### src/rtl/i2c_wb_slave_pkg.sv
// Shared definitions for the I2C slave port: register map, CSR bit positions and FSM states.
package i2c_wb_slave_pkg;

  localparam logic [1:0] REG_CSR    = 2'd0;
  localparam logic [1:0] REG_ADDR   = 2'd1;
  localparam logic [1:0] REG_RXDATA = 2'd2;
  localparam logic [1:0] REG_TXDATA = 2'd3;

  localparam int CSR_EN          = 7;
  localparam int CSR_IE          = 6;
  localparam int CSR_STOP_SEEN   = 4;
  localparam int CSR_LAST_RD     = 3;
  localparam int CSR_BUSY        = 2;
  localparam int CSR_TX_EMPTY    = 1;
  localparam int CSR_RX_NONEMPTY = 0;

  typedef enum logic [2:0] {
    ST_IDLE      = 3'd0,
    ST_ADDR      = 3'd1,
    ST_ADDR_ACK  = 3'd2,
    ST_WR_DATA   = 3'd3,
    ST_WR_ACK    = 3'd4,
    ST_RD_DATA   = 3'd5,
    ST_RD_ACK    = 3'd6,
    ST_WAIT_STOP = 3'd7
  } i2c_state_e;

endpackage

### src/rtl/byte_fifo.sv
// Show-ahead synchronous FIFO; a push into a full FIFO or a pop from an empty one is ignored.
module byte_fifo #(
  parameter int DEPTH = 16,
  parameter int WIDTH = 8
) (
  input  logic             clk,
  input  logic             rst,
  input  logic             push,
  input  logic [WIDTH-1:0] din,
  input  logic             pop,
  output logic [WIDTH-1:0] dout,
  output logic             full,
  output logic             empty
);

  localparam int AW = $clog2(DEPTH);

  logic [WIDTH-1:0] mem [DEPTH];
  logic [AW-1:0]    wr_ptr;
  logic [AW-1:0]    rd_ptr;
  logic [AW:0]      count;
  logic             do_push;
  logic             do_pop;

  assign full    = (count == (AW+1)'(DEPTH));
  assign empty   = (count == '0);
  assign do_push = push & ~full;
  assign do_pop  = pop & ~empty;
  assign dout    = mem[rd_ptr];

  always_ff @(posedge clk or posedge rst) begin
    if (rst) begin
      wr_ptr <= '0;
      rd_ptr <= '0;
      count  <= '0;
    end else begin
      if (do_push) wr_ptr <= wr_ptr + AW'(1);
      if (do_pop)  rd_ptr <= rd_ptr + AW'(1);
      count <= count + (AW+1)'(do_push) - (AW+1)'(do_pop);
    end
  end

  // Storage needs no reset: the pointers define which entries are valid.
  always_ff @(posedge clk) begin
    if (do_push) mem[wr_ptr] <= din;
  end

endmodule

### src/rtl/i2c_wb_slave_port.sv
// I2C slave responder with a Wishbone classic register port and RX/TX byte FIFOs.
// Define I2C_GEN_CALL_EN to also ACK the general-call address 0x00 as a write.
module i2c_wb_slave_port
  import i2c_wb_slave_pkg::*;
#(
  parameter logic [6:0] I2C_ADDR   = 7'h22,
  parameter int         FIFO_DEPTH = 16,
  parameter int         WB_ADDR    = 2,
  parameter int         WB_DATA    = 8
) (
  input  logic               clk_i,
  input  logic               rst_i,
  input  logic               cyc_i,
  input  logic               stb_i,
  input  logic               we_i,
  input  logic [WB_ADDR-1:0] adr_i,
  input  logic [WB_DATA-1:0] dat_i,
  output logic [WB_DATA-1:0] dat_o,
  output logic               ack_o,
  output logic               irq,
  input  logic               scl_i,
  input  logic               sda_i,
  output logic               sda_o,
  output logic [2:0]         fsm_state
);

  i2c_state_e state;
  logic [2:0] scl_sync, sda_sync;
  logic       scl_s, scl_d, sda_s, sda_d;
  logic       scl_rise, scl_fall, start_det, stop_det;
  logic       en, ie, stop_seen, last_rd, busy, rw;
  logic [6:0] addr_reg;
  logic [3:0] bit_cnt;
  logic [7:0] sh;
  logic [6:0] tx_sh;
  logic [7:0] tx_byte, rd_val;
  logic [1:0] reg_sel;
  logic       wb_req, rx_pop, tx_push, rx_push_q, tx_pop_q;
  logic [7:0] rx_dout, tx_dout;
  logic       rx_full, rx_empty, tx_full, tx_empty;

  function automatic logic addr_match(input logic [7:0] b, input logic [6:0] a);
`ifdef I2C_GEN_CALL_EN
    return (b[7:1] == a) || (b == 8'h00);
`else
    return (b[7:1] == a);
`endif
  endfunction

  assign scl_s     = scl_sync[1];
  assign scl_d     = scl_sync[2];
  assign sda_s     = sda_sync[1];
  assign sda_d     = sda_sync[2];
  assign scl_rise  = scl_s & ~scl_d;
  assign scl_fall  = ~scl_s & scl_d;
  assign start_det = en & scl_s & scl_d & sda_d & ~sda_s;
  assign stop_det  = en & scl_s & scl_d & ~sda_d & sda_s;
  assign tx_byte   = tx_empty ? 8'hFF : tx_dout;
  assign fsm_state = 3'(state);

  // Wishbone: a request is cyc_i & stb_i while ack_o is low; ack_o answers it for exactly
  // one cycle, with dat_o valid and any write/push/pop taking effect on that same edge.
  assign reg_sel = adr_i[1:0];
  assign wb_req  = cyc_i & stb_i & ~ack_o;
  assign rx_pop  = wb_req & ~we_i & (reg_sel == REG_RXDATA) & ~rx_empty;
  assign tx_push = wb_req & we_i & (reg_sel == REG_TXDATA) & ~tx_full;

  always_comb begin
    rd_val = 8'h00;
    case (reg_sel)
      REG_CSR: begin
        rd_val[CSR_EN]          = en;
        rd_val[CSR_IE]          = ie;
        rd_val[CSR_STOP_SEEN]   = stop_seen;
        rd_val[CSR_LAST_RD]     = last_rd;
        rd_val[CSR_BUSY]        = busy;
        rd_val[CSR_TX_EMPTY]    = tx_empty;
        rd_val[CSR_RX_NONEMPTY] = ~rx_empty;
      end
      REG_ADDR:   rd_val = {1'b0, addr_reg};
      REG_RXDATA: rd_val = rx_empty ? 8'h00 : rx_dout;
      default:    rd_val = 8'h00;
    endcase
  end

  always_ff @(posedge clk_i or posedge rst_i) begin
    if (rst_i) begin
      ack_o     <= 1'b0;
      dat_o     <= '0;
      irq       <= 1'b0;
      en        <= 1'b0;
      ie        <= 1'b0;
      stop_seen <= 1'b0;
      addr_reg  <= I2C_ADDR;
    end else begin
      ack_o <= wb_req;
      irq   <= ie & (~rx_empty | stop_seen);
      if (wb_req) begin
        if (we_i) begin
          if (reg_sel == REG_CSR) begin
            en <= dat_i[CSR_EN];
            ie <= dat_i[CSR_IE];
            if (dat_i[CSR_STOP_SEEN]) stop_seen <= 1'b0;
          end else if (reg_sel == REG_ADDR) begin
            addr_reg <= dat_i[6:0];
          end
        end else begin
          dat_o <= WB_DATA'(rd_val);
        end
      end
      if (stop_det) stop_seen <= 1'b1;
    end
  end

  always_ff @(posedge clk_i or posedge rst_i) begin
    if (rst_i) begin
      scl_sync <= 3'b111;
      sda_sync <= 3'b111;
    end else begin
      scl_sync <= {scl_sync[1:0], scl_i};
      sda_sync <= {sda_sync[1:0], sda_i};
    end
  end

  // In the ACK states bit_cnt only tells the first scl fall (drive ACK) from the second (release).
  always_ff @(posedge clk_i or posedge rst_i) begin
    if (rst_i) begin
      state     <= ST_IDLE;
      sda_o     <= 1'b1;
      bit_cnt   <= '0;
      sh        <= '0;
      tx_sh     <= '0;
      rw        <= 1'b0;
      last_rd   <= 1'b0;
      busy      <= 1'b0;
      rx_push_q <= 1'b0;
      tx_pop_q  <= 1'b0;
    end else begin
      rx_push_q <= 1'b0;
      tx_pop_q  <= 1'b0;
      if (!en) begin
        state   <= ST_IDLE;
        sda_o   <= 1'b1;
        bit_cnt <= '0;
        busy    <= 1'b0;
      end else if (stop_det) begin
        state <= ST_IDLE;
        sda_o <= 1'b1;
        busy  <= 1'b0;
      end else if (start_det) begin
        state   <= ST_ADDR;
        sda_o   <= 1'b1;
        bit_cnt <= '0;
        busy    <= 1'b1;
      end else begin
        case (state)
          ST_ADDR: if (scl_rise) begin
            sh <= {sh[6:0], sda_s};
            if (bit_cnt == 4'd7) begin
              bit_cnt <= '0;
              if (addr_match({sh[6:0], sda_s}, addr_reg)) begin
                rw      <= sda_s;
                last_rd <= sda_s;
                state   <= ST_ADDR_ACK;
              end else begin
                state <= ST_WAIT_STOP;
              end
            end else begin
              bit_cnt <= bit_cnt + 4'd1;
            end
          end
          ST_ADDR_ACK: if (scl_fall) begin
            if (bit_cnt == 4'd0) begin
              sda_o   <= 1'b0;
              bit_cnt <= 4'd1;
            end else begin
              bit_cnt <= '0;
              if (rw) begin
                sda_o    <= tx_byte[7];
                tx_sh    <= tx_byte[6:0];
                tx_pop_q <= ~tx_empty;
                state    <= ST_RD_DATA;
              end else begin
                sda_o <= 1'b1;
                state <= ST_WR_DATA;
              end
            end
          end
          ST_WR_DATA: if (scl_rise) begin
            sh <= {sh[6:0], sda_s};
            if (bit_cnt == 4'd7) begin
              bit_cnt <= '0;
              if (rx_full) begin
                state <= ST_WAIT_STOP;
              end else begin
                rx_push_q <= 1'b1;
                state     <= ST_WR_ACK;
              end
            end else begin
              bit_cnt <= bit_cnt + 4'd1;
            end
          end
          ST_WR_ACK: if (scl_fall) begin
            if (bit_cnt == 4'd0) begin
              sda_o   <= 1'b0;
              bit_cnt <= 4'd1;
            end else begin
              sda_o   <= 1'b1;
              bit_cnt <= '0;
              state   <= ST_WR_DATA;
            end
          end
          ST_RD_DATA: begin
            if (scl_rise) begin
              bit_cnt <= bit_cnt + 4'd1;
            end else if (scl_fall) begin
              if (bit_cnt == 4'd8) begin
                sda_o   <= 1'b1;
                bit_cnt <= '0;
                state   <= ST_RD_ACK;
              end else begin
                sda_o <= tx_sh[6];
                tx_sh <= {tx_sh[5:0], 1'b0};
              end
            end
          end
          ST_RD_ACK: begin
            if (scl_rise) begin
              sh      <= {sh[6:0], sda_s};
              bit_cnt <= 4'd1;
            end else if (scl_fall && bit_cnt == 4'd1) begin
              bit_cnt <= '0;
              if (!sh[0]) begin
                sda_o    <= tx_byte[7];
                tx_sh    <= tx_byte[6:0];
                tx_pop_q <= ~tx_empty;
                state    <= ST_RD_DATA;
              end else begin
                state <= ST_WAIT_STOP;
              end
            end
          end
          default: ;
        endcase
      end
    end
  end

  byte_fifo #(.DEPTH(FIFO_DEPTH), .WIDTH(8)) u_rx_fifo (
    .clk   (clk_i),
    .rst   (rst_i),
    .push  (rx_push_q),
    .din   (sh),
    .pop   (rx_pop),
    .dout  (rx_dout),
    .full  (rx_full),
    .empty (rx_empty)
  );

  byte_fifo #(.DEPTH(FIFO_DEPTH), .WIDTH(8)) u_tx_fifo (
    .clk   (clk_i),
    .rst   (rst_i),
    .push  (tx_push),
    .din   (dat_i[7:0]),
    .pop   (tx_pop_q),
    .dout  (tx_dout),
    .full  (tx_full),
    .empty (tx_empty)
  );

endmodule

### config.mk
export PLATFORM = sky130hd
export DESIGN_NAME = i2c_wb_slave_port
export DESIGN_NICKNAME = d
export VERILOG_FILES = /design/src/rtl/i2c_wb_slave_pkg.sv /design/src/rtl/byte_fifo.sv /design/src/rtl/i2c_wb_slave_port.sv
export SDC_FILE = /design/constraint.sdc
export NUM_CORES = 1
export LEC_CHECK = 0
export BUFFER_PORTS_ARGS = -buffer_cell sky130_fd_sc_hd__buf_2
export CORE_UTILIZATION = 67
export DETAILED_ROUTE_END_ITERATION = 6
export GPL_TIMING_DRIVEN = 0
export HOLD_SLACK_MARGIN = 0.02
export PLACE_DENSITY = 0.92
export SYNTH_ARGS = -nofsm -noshare
export SYNTH_HDL_FRONTEND = slang
export SYNTH_SLANG_ARGS = --single-unit
### constraint.sdc
create_clock -name clk_i -period 6.3 [get_ports clk_i]
set_clock_uncertainty 0.05 [all_clocks]
set_input_delay 0.945 -clock clk_i [delete_from_list [all_inputs] [get_ports clk_i]]
set_output_delay 0.945 -clock clk_i [all_outputs]
set_load 0.05 [all_outputs]
; ---- Word level (Yosys, flattened, before mapping)
; Memory sizes are Yosys's and may differ from the RTL's.
; Cells that the tools add are included.
[op_classes]
add_sub_neg = 9
n_eq_ne = 48
mux = 93
n_bitwise = 35
n_reduce_logical = 23
[op_table]
columns = op, n
row1 = $ne A5 B5 Y1 const B, 17
row2 = $mux W7, 9
row3 = $mux W3, 18
row4 = $mux W4, 11
row5 = $mux W1, 43
row6 = $and A1 B1 Y1, 21
row7 = $pmux W7 S3, 1
row8 = $add A4 B1 Y4 const B, 5
row9 = $ne A2 B2 Y1 const B, 10
row10 = $pmux W3 S6, 1
row11 = $mux W8, 2
row12 = $pmux W4 S4, 1
row13 = $pmux W5 S3, 1
row14 = $reduce_and A14 Y1, 1
row15 = $reduce_and A7 Y1, 2
row16 = $not A1 Y1, 13
row17 = $reduce_and A13 Y1, 1
row18 = $add A5 B1 Y5, 2
row19 = $eq A5 B5 Y1 const B, 2
row20 = $logic_not A5 Y1, 2
row21 = $sub A5 B1 Y5, 2
row22 = $eq A3 B3 Y1 const B, 3
row23 = $ne A9 B3 Y1 const B, 1
row24 = $ne A4 B4 Y1 const B, 2
row25 = other kinds (28), 37
[word_totals]
reg_bits = 79
mem_bits_rw = 256
output_inout_bits = 14
memories = 2
[mem_list]
columns = name, depth, width, rd, rd_ports_with_merged_regs, write_ports, line
row1 = u_rx_fifo.mem, 16, 8, 1, 0, 1, byte_fifo.sv:18  ; logic [WIDTH-1:0] mem [DEPTH];
row2 = u_tx_fifo.mem, 16, 8, 1, 0, 1, byte_fifo.sv:18

; ---- Longest topological paths before layout
; Gate-level depths: netlist (run 1).
[depth]
ltp_word = 9
depth_mapped = 15
depth_no_buf = 15

; ---- Hierarchy
; Synthesis (run 1) repeated with hierarchy kept, for this count alone.
[hier_totals]
hier_cells = 939
area_unflattened_um2 = 14890.5
[by_module_without_submodules]
columns = module, instances, cells_per_inst, area_each_um2
row1 = byte_fifo at u_tx_fifo, 1, 322, 5874.4
row2 = byte_fifo at u_rx_fifo, 1, 320, 5866.9
row3 = i2c_wb_slave_port, 1, 297, 3149.3

; ---- Worst setup path before layout (run 1)
; Ideal clock, no wire load.
[synth_path]
path_kind = input-to-reg
from = input port cyc_i
to = register u_rx_fifo.count[4]
setup_time_ns = 0.125
arrival_time_ns = 3.010
required_ns = 6.125
setup_slack_ns = 3.115
path_stages = 14
cell_sequence = nand2_1 or3_1 clkbuf_1 nor2_1 ha_1 inv_1 ha_1 inv_1 fa_1 inv_1 a21oi_1 nor2_1 nor2_1 xnor2_1
[synth_via]
elab_chain_len = 7
[synth_rtl]
columns = item, line
row1 = from (decl), i2c_wb_slave_port.sv:13  ; input logic cyc_i,
row2 = $and A1 B1 Y1 (2 in series), i2c_wb_slave_port.sv:64  ; assign wb_req = cyc_i & stb_i & ~ack_o;
row3 = $and A1 B1 Y1 (3 in series), i2c_wb_slave_port.sv:65  ; assign rx_pop = wb_req & ~we_i & (reg_sel == REG_RXDATA) & ~rx_empty;
row4 = $and A1 B1 Y1, byte_fifo.sv:28  ; assign do_pop = pop & ~empty;
row5 = via u_rx_fifo.do_pop, byte_fifo.sv:23  ; logic do_pop;
row6 = $sub A5 B1 Y5, byte_fifo.sv:39  ; count <= count + (AW+1)'(do_push) - (AW+1)'(do_pop);
row7 = to (signal assigned), byte_fifo.sv:39
row8 = to (decl), byte_fifo.sv:21  ; logic [AW:0] count;
; The timed path passes the listed nets, and every way through them passes these cells.
; A chain may end at the register's enable or synchronous reset.

; ---- Worst setup path after layout (run 1)
[layout_path]
from = register u_rx_fifo.count[3]
to = register u_rx_fifo.count[4]
[layout_via]
elab_chain_len = 5
elab_cells_between_ends = 9
cone_classes = add/sub (2) / eq/ne (1) / bitwise (5) / reduce/logical (1)
[layout_rtl]
columns = item, line
row1 = $eq A5 B5 Y1, byte_fifo.sv:25  ; assign full = (count == (AW+1)'(DEPTH));
row2 = $not A1 Y1, byte_fifo.sv:27  ; assign do_push = push & ~full;
row3 = $and A1 B1 Y1, byte_fifo.sv:27
row4 = via u_rx_fifo.do_push, byte_fifo.sv:22  ; logic do_push;
row5 = $add A5 B1 Y5, byte_fifo.sv:39
row6 = $sub A5 B1 Y5, byte_fifo.sv:39
; The timed path passes the listed nets, and every way through them passes these cells.

==> qor.txt, run 1 <==
Fillers = 1040
Worst path max stage delay = 600 ps
Fin. max-slew vios = 0
Post-synthesis cell type count = 68
Reg2reg end = u_rx_fifo.count[4]
WL/cell = 28.3 µm
Die W = 148 µm
Worst relative slew slack = 10.1%
CP max-delay cell = nor4bb_1
Mapped Nets = 914
Setup violators final = 0
Most used cell, CP = inv_1
Compound-Gate Fraction of Synth Area = 4.65%
Die area = 21900 µm²
DR iter-0 viols = 891
Final Hold Viols = 0
DR DRC count = 0
Reg power frac = 44.3%
R2r worst-path depth = 13
Dpl cells = 1173
Deepest clock path buffer count = 3
Period utilization = 58.7%
IR drop worst, VDD = 0.375 mV
Total wire length = 34.9 mm
Largest registers = u_rx_fifo.mem (128), u_tx_fifo.mem (128)
Count leader, synth = edfxtp_1
MaxCap Viol Count = 0
Clk root buf = clkbuf_16
Hold Buf Count CTS = 0
Row count = 53
Critical path class = register to register
WP data required = 6680 ps
Final min period = 3700 ps
Clock network fraction of total power = 35.9%
Critical path fanouts, max = 8
Main combinational cell family by area after synthesis = multiplexers
IO Count = 31
Core Footprint = 21000 µm²
Reg-to-reg slack, setup = 2600 ps
Arrival @ worst endpoint = 4080 ps
Share of layout cells above drive strength 1 = 21.3%
Post-synthesis adder-cell area fraction = 3.15%
Congestion Overflow GR = 0
Design area = 16100 µm²
Routability-driven placement congestion ratio = 0.868
Power density over cell area = 372 nW/µm²
Post-DP HPWL = 20.1 mm
Worst Setup SP = u_rx_fifo.count[3]
Post-layout util = 76.7%
Area delta synth->final = 12.4%
CTS Buf Count = 34
Crit end category = register
EDFF count, synth = 256
Crit path to = u_rx_fifo.count[4]
H-tree depth = 2
Status = finished, final reports clean
Worst-margin pin slew = 1340 ps
Setup bufs post-CTS = 0
DR vias/cell = 6.94
Clock slew seen by the registers of the worst setup and hold paths = 60 ps
Die H = 148 µm
Detailed Routing Iterations Pass 1 = 6
Total power = 0.00597 W
#FFs+latches synth = 335
Leakage = 5.66 nW
Main synth FF type = edfxtp_1
Multiplexer share of the synthesized area = 14.3%
Fin nets = 986
PostCTS Resize Cnt = 0
Sequential element share of the synthesized area = 67.7%
Count of input and output buffers = 30
Fin cells = 1235
RSZ-0062 raised after global routing = false
GRT Util Overall = 33.0%
Area after DPL = 14900 µm²
Final setup TNS = 0 ps
Initial antenna violation count = 0
Largest area contributor in the synthesized netlist = edfxtp_1
Mapped Avg Cell Area = 16.6 µm²
Crit path cell chain = inv_1 -> ha_1 -> nor4bb_1 -> nand2b_1 -> clkinv_1 -> ha_1 -> inv_1 -> fa_1 -> inv_1 -> a21oi_1 -> nor2_1 -> nor2_1 -> xnor2_1
Via count = 8572
Initial Utilization = 68.2%
Yosys top cell area share = 53.8%
Post-Synth XOR/XNOR Area = 1.72%
Reg-to-reg startpoint = u_rx_fifo.count[3]
Hold Path Class = register to register
Combinational share of power = 19.8%
Cells after synthesis = 863
Synth Area in Simple Gates = 5.78%
First-pass GRT wire length = 52.4 mm
Top post-synthesis cells by count = 256 x edfxtp_1, 70 x dfrtp_1, 55 x mux4_2
Yosys warnings = 0
Pin count of the biggest net entering global routing = 43
Synth Cell Area = 14300 µm²
Clock Sinks = 335
N_diodes = 0
Vias in the first global route = 8664
DRT antenna net count = 0
Cell-internal power = 0.00428 W
Ranking of synthesized cells by area = edfxtp_1 54%, dfrtp_1 12%, mux4_2 8.7%
Synth async-reset ratio = 23.6%
CTS tree = done
Worst skew pair latency = 520 ps
CP startpoint kind = register
Switching Share = 28.3%
Maximum clock rate = 271 MHz
Switching power = 0.00169 W
## critical path, delay by kind of cell (launching register included)
family / cells / cell delay, ps
compound gates: 1 / 170
xor+xnor: 1 / 130
fa+ha+maj: 3 / 790
buf+inv: 4 / 770
flops: 1 / 400
simple gates: 4 / 1310
## through the flow
step           worst slack (ps)  hold WS, ps
5_1_grt                    2460          315
2_1_floorplan              3110          295
3_3_place_gp               2240          295
6_report                   2600          308
3_5_place_dp               2410          298
4_1_cts                    2550          308
## worst min-delay path by stage
stage,start,endpoint,slack (ps),depth (start not counted)
global placement,scl_sync[0],scl_sync[1],300,0
finish,sda_sync[0],sda_sync[1],310,0
floorplan,scl_sync[0],scl_sync[1],300,0
global route,sda_sync[0],sda_sync[1],310,0
detailed placement,sda_sync[0],sda_sync[1],300,0
CTS,sda_sync[0],sda_sync[1],310,0
## power by group through the flow
| stage | sequential [W] | clock [W] | combinational (W) |
|---|---|---|---|
| floorplan | 0.00272 | 0 | 0.000793 |
| global placement | 0.00266 | 0 | 0.00107 |
| detailed placement | 0.00267 | 0 | 0.00112 |
| CTS | 0.00264 | 0.00214 | 0.00117 |
| global route | 0.00265 | 0.00222 | 0.00127 |
| finish | 0.00264 | 0.00214 | 0.00118 |
## layer usage
metal / track usage (%) / wire length, µm / up-vias
met5: 0 / 0 / -
met1: 42.3 / 12100 / 4302
met2: 56.4 / 17900 / 667
met4: 14.2 / 1600 / 0
li1: - / - / 3480
met3: 5.37 / 3300 / 123
## placed cells by master (no fill, tap or decap), types with 12 or more instances in the layout
cell type / instances
inv_1: 45
mux2_2: 29
clkbuf_1: 34
clkbuf_16: 35
xor2_1: 12
edfxtp_1: 256
buf_2: 38
ha_1: 32
xnor2_1: 16
a21oi_1: 24
dfrtp_1: 70
o21ai_0: 21
nand2_1: 36
mux2i_1: 19
mux4_2: 55
nor2_1: 40
## logic make-up (layout without fill, tap and decap cells)
group                      count (synthesis)  in the layout
AOI/OAI and AO/OA                        101            101
xor gates and xnor gates                  28             28
adders and majority gates                 35             35
buffers and inverters                     92            189
DFF                                      335            335
muxes                                    114            114
and+or+nand+nor                          158            158
## layout make-up
type | instances | area (µm²) | share of cell area [%]
Clock inverter | 18 | 263 | 1.64
Sequential cell | 335 | 9680 | 60.2
Tap cell | 275 | 344 | 2.14
Timing Repair Buffer | 36 | 205 | 1.28
Multi-Input combinational cell | 436 | 4270 | 26.6
Clock buffer | 43 | 916 | 5.70
Inverter | 48 | 183 | 1.14
Buffer | 44 | 206 | 1.29
(Power assumes the default switching activity.)
==> inputs of run 2 (changes only) <==
Settings changed: CORE_UTILIZATION 67 to 62, PLACE_DENSITY 0.92 to 0.87.
Clock period 6.3 ns to 3.5 ns, I/O delays scaled along.
==> qor.txt, run 2 (synthesis results as in run 1) <==
Deepest clock path buffer count = 3
Vias in the first global route = 8440
CTS Buf Count = 35
Detailed Routing Iterations Pass 1 = 7
First-pass GRT wire length = 48.8 mm
Maximum clock rate = 302 MHz
Crit end category = register
RSZ-0062 raised after global routing = false
Hold Path Class = input port to register
Cell-internal power = 0.00765 W
Clk root buf = clkbuf_16
GRT Util Overall = 27.9%
IR drop worst, VDD = 0.876 mV
Hold path start = scl_i
Reg power frac = 44.6%
Reg-to-reg startpoint = u_tx_fifo.count[2]
WP data required = 3830 ps
Dpl cells = 1183
Setup violators final = 0
Share of layout cells above drive strength 1 = 22.0%
Pin count of the biggest net entering global routing = 41
Die area = 23700 µm²
Reg-to-reg slack, setup = 190 ps
Area delta synth->final = 12.7%
Final min period = 3310 ps
Initial Utilization = 63.1%
Power density over cell area = 661 nW/µm²
Combinational share of power = 19.9%
Fin nets = 989
Period utilization = 94.6%
Clock slew seen by the registers of the worst setup and hold paths = 60 ps
Arrival @ worst endpoint = 3640 ps
Switching Share = 28.3%
Row count = 55
MaxCap Viol Count = 0
Worst skew pair latency = 520 ps
Post-DP HPWL = 19.5 mm
Clock Sinks = 335
Total wire length = 32.0 mm
Design area = 16100 µm²
WL/cell = 25.6 µm
Congestion Overflow GR = 0
DR iter-0 viols = 921
Core Footprint = 22600 µm²
IO Count = 31
N_diodes = 0
Critical path fanouts, max = 5
Count of input and output buffers = 30
Leakage = 5.67 nW
Setup bufs post-CTS = 0
R2r worst-path depth = 15
Die H = 154 µm
Area after DPL = 14900 µm²
Commonest cells after routing, fill and taps aside = 256 x edfxtp_1, 70 x dfrtp_1, 55 x mux4_2
Switching power = 0.00301 W
Via count = 8243
Status = finished, violations left
Commonest non-fill, non-tap cell in the layout = edfxtp_1
Hold Path End = scl_sync[0]
Critical path class = register to register
Reg2reg end = u_tx_fifo.count[4]
Final Hold Viols = 0
Worst relative slew slack = 10.1%
DR vias/cell = 6.60
Fillers = 1277
Fin. max-slew vios = 0
Clock network fraction of total power = 35.5%
H-tree depth = 2
Worst-margin pin slew = 1340 ps
Initial antenna violation count = 0
Fin cells = 1249
CTS tree = done
Largest registers = u_rx_fifo.mem (128), u_tx_fifo.mem (128)
Routability-driven placement congestion ratio = 0.890
Failing checks = design-rule violations
DRT antenna net count = 0
Die W = 154 µm
DR DRC count = 1
CP startpoint kind = register
Worst Hold Depth = 1
-- run 2: final cells by class --
class / count / area, µm² / share of cell area [%]
flip-flops and latches: 335 / 9680 / 60.0
multi-input cells: 436 / 4280 / 26.5
clock buffers: 39 / 901 / 5.59
well taps: 285 / 357 / 2.21
clock inverters: 24 / 287 / 1.78
repair buffers: 38 / 223 / 1.38
plain buffers: 44 / 206 / 1.28
inverters: 48 / 186 / 1.16
-- run 2: critical path, stage by stage, from the launching register on --
cell	delay, ps
dfrtp_1	400
inv_1	120
ha_1	220
nor4b_4	430
nor2b_1	90
clkbuf_1	250
ha_1	350
inv_1	60
ha_1	170
inv_1	70
fa_1	430
inv_1	110
a21oi_1	90
nor2_1	120
nor2_1	90
xnor2_1	140
-- run 2: power groups by stage --
stage,clock network [W],registers (W),logic (W)
floorplan,0,0.00489,0.00143
global placement,0,0.00480,0.00194
detailed placement,0,0.00481,0.00202
CTS,0.00381,0.00474,0.00209
global route,0.00395,0.00478,0.00230
finish,0.00378,0.00475,0.00212
-- run 2: timing repair --
item / in CTS / in global routing
gates resized for setup: 1 / 3
pin swaps: 0 / 0
setup endpoints to repair: 1 / 2
hold buffers: 1 / 0
hold endpoints to repair: 10 / 0
gates cloned: 0 / 0
-- run 2: worst max path at each step --
stage,slack [ps],end,from
6_report,190,u_tx_fifo.count[4],u_tx_fifo.count[2]
3_5_place_dp,-150,u_tx_fifo.count[4],u_tx_fifo.count[2]
5_1_grt,5,u_tx_fifo.count[4],u_tx_fifo.count[2]
4_1_cts,60,u_rx_fifo.count[4],u_rx_fifo.count[2]
3_3_place_gp,-150,u_rx_fifo.wr_ptr[0],rst_i
2_1_floorplan,610,u_rx_fifo.count[4],u_rx_fifo.count[3]
-- run 2: metrics by stage --
step	setup TNS (ps)	hold WS, ps	setup WS [ps]	util (%)	power, W
after global routing	0	56.8	5.49	71.2	0.0110
final	0	67.1	188	71.2	0.0107
after CTS	0	56.3	57.8	71.0	0.0106
after detailed placement	-154	298	-154	65.7	0.00683
after floorplan	0	295	605	-	0.00632
after global placement	-10390	296	-155	65.4	0.00674
-- run 2: layer usage --
layer / GRT usage [%] / up-vias / part of all wire [%]
met4: 10.7 / 0 / 3.2
met1: 36.5 / 4184 / 38
met3: 4.68 / 88 / 7.2
met5: 0 / - / 0
li1: - / 3501 / -
met2: 47.4 / 470 / 52
==> inputs of run 3 (changes only) <==
Settings changed: CORE_MARGIN from default to 4.
==> qor.txt, run 3 (synthesis results as in run 1) <==
Reg power frac = 46.1%
Cell-internal power = 0.00735 W
Routability-driven placement congestion ratio = 0.882
Die area = 25500 µm²
Arrival @ worst endpoint = 3630 ps
R2r worst-path depth = 15
Share of layout cells above drive strength 1 = 21.3%
N_diodes = 0
Vias in the first global route = 8417
Worst skew pair latency = 520 ps
Dpl cells = 1183
Hold path start = sda_i
Die W = 160 µm
Commonest non-fill, non-tap cell in the layout = edfxtp_1
Area delta synth->final = 11.8%
Initial antenna violation count = 0
Initial Utilization = 63.1%
CTS Buf Count = 35
Crit path cell chain = inv_1 -> ha_1 -> nor4b_2 -> nor2b_1 -> clkbuf_1 -> ha_1 -> inv_1 -> ha_1 -> inv_1 -> fa_1 -> inv_1 -> a21oi_1 -> nor2_1 -> nor2_1 -> xnor2_1
Clock Sinks = 335
Switching power = 0.00295 W
Worst path max stage delay = 590 ps
Leakage = 5.61 nW
CP startpoint kind = register
DR vias/cell = 6.64
Reg-to-reg startpoint = u_tx_fifo.count[2]
Total wire length = 32.8 mm
CTS tree = done
DRT antenna net count = 0
Worst relative slew slack = 10.0%
WP depth = 15
Critical path fanouts, max = 5
WL/cell = 26.4 µm
Row count = 55
Final min period = 3280 ps
Buffers & Inverters on Critical Path = 5
Fin nets = 987
Setup bufs post-CTS = 0
Most used cell, CP = inv_1
IR drop worst, VDD = 0.524 mV
Design area = 16000 µm²
Setup violators final = 0
Clock slew seen by the registers of the worst setup and hold paths = 60 ps
Detailed Routing Iterations Pass 1 = 5
Die H = 160 µm
Congestion Overflow GR = 0
Fin. max-slew vios = 0
GRT Util Overall = 26.3%
Final Hold Viols = 0
CP max-delay cell = nor4b_2
MaxCap Viol Count = 0
Maximum clock rate = 305 MHz
Fin cells = 1244
Post-DP HPWL = 20.1 mm
Via count = 8263
Clk root buf = clkbuf_16
Power density over cell area = 644 nW/µm²
Worst Setup SP = u_tx_fifo.count[2]
IO Count = 31
Reg2reg end = u_tx_fifo.count[4]
Crit end category = register
Post-layout util = 70.6%
Period utilization = 93.7%
H-tree depth = 2
DR DRC count = 0
Pin count of the biggest net entering global routing = 49
Status = finished, final reports clean
Deepest clock path buffer count = 3
Clock network fraction of total power = 33.6%
Final setup TNS = 0 ps
Crit path to = u_tx_fifo.count[4]
Count of input and output buffers = 30
Critical path class = register to register
Hold WS = 54.9 ps
First-pass GRT wire length = 51.5 mm
Largest registers = u_rx_fifo.mem (128), u_tx_fifo.mem (128)
Worst-margin pin slew = 1340 ps
Core Footprint = 22600 µm²
Switching Share = 28.6%
Reg-to-reg slack, setup = 220 ps
WP data required = 3850 ps
Hold Path Class = input port to register
Top delay family on crit path = adder cells
DR iter-0 viols = 896
Commonest cells after routing, fill and taps aside = 256 x edfxtp_1, 70 x dfrtp_1, 55 x mux4_2
Combinational share of power = 20.2%
Area after DPL = 14900 µm²
RSZ-0062 raised after global routing = false
## run 3: cell count changes in the layout (fill, tap and decap cells not counted), sizes merged
| cell | before | now |
|---|---|---|
| buf | 54 | 52 |
| bufinv | 5 | 0 |
| clkbuf | 66 | 73 |
| clkinv | 17 | 14 |
| clkinvlp | 3 | 1 |
## run 3: through the flow
| step | power [W] | worst slack (ps) |
|---|---|---|
| floorplan | 0.00632 | 605 |
| global placement | 0.00673 | -103 |
| detailed placement | 0.00684 | -57.0 |
| CTS | 0.0103 | 220 |
| global route | 0.0107 | 21.6 |
| finish | 0.0103 | 221 |
## run 3: worst min-delay path by stage
stage,slack [ps],to,cells after the start
after CTS,50,sda_sync[0],1
after global placement,300,scl_sync[1],0
after global routing,60,sda_sync[0],1
after detailed placement,300,sda_sync[1],0
after floorplan,300,scl_sync[1],0
final,50,sda_sync[0],1
## run 3: final cells by class
| class | count | area (µm²) |
|---|---|---|
| clock inverter | 14 | 87.6 |
| fill | 1311 | 6660 |
| inverter | 48 | 184 |
| clock buffer | 46 | 970 |
| multi-input combinational | 436 | 4280 |
| sequential | 335 | 9680 |
| tap | 285 | 357 |
| buffer | 44 | 206 |
| timing repair buffer | 36 | 218 |
## run 3: timing repair
item | 4_1_cts | 5_1_grt
resized for setup | 2 | 1
hold buffers | 1 | 0
endpoints found under the setup margin | 2 | 1
hold endpoints to repair | 28 | 0
## run 3: per-layer routing
metal | routed length (µm) | share of wire (%) | up-vias | track usage (%)
met5 | 0 | 0 | - | 0
met4 | 1380 | 4.2 | 0 | 9.43
met3 | 2640 | 8.0 | 123 | 4.67
met2 | 16600 | 51 | 510 | 44.3
met1 | 12200 | 37 | 4142 | 35.3
li1 | - | - | 3488 | -
## run 3: power by group through the flow
stage               logic, W  clock network, W  registers (W)
floorplan            0.00143                 0        0.00489
global placement     0.00193                 0        0.00479
detailed placement   0.00203                 0        0.00481
CTS                  0.00206           0.00348        0.00474
global route         0.00227           0.00367        0.00478
finish               0.00208           0.00346        0.00475
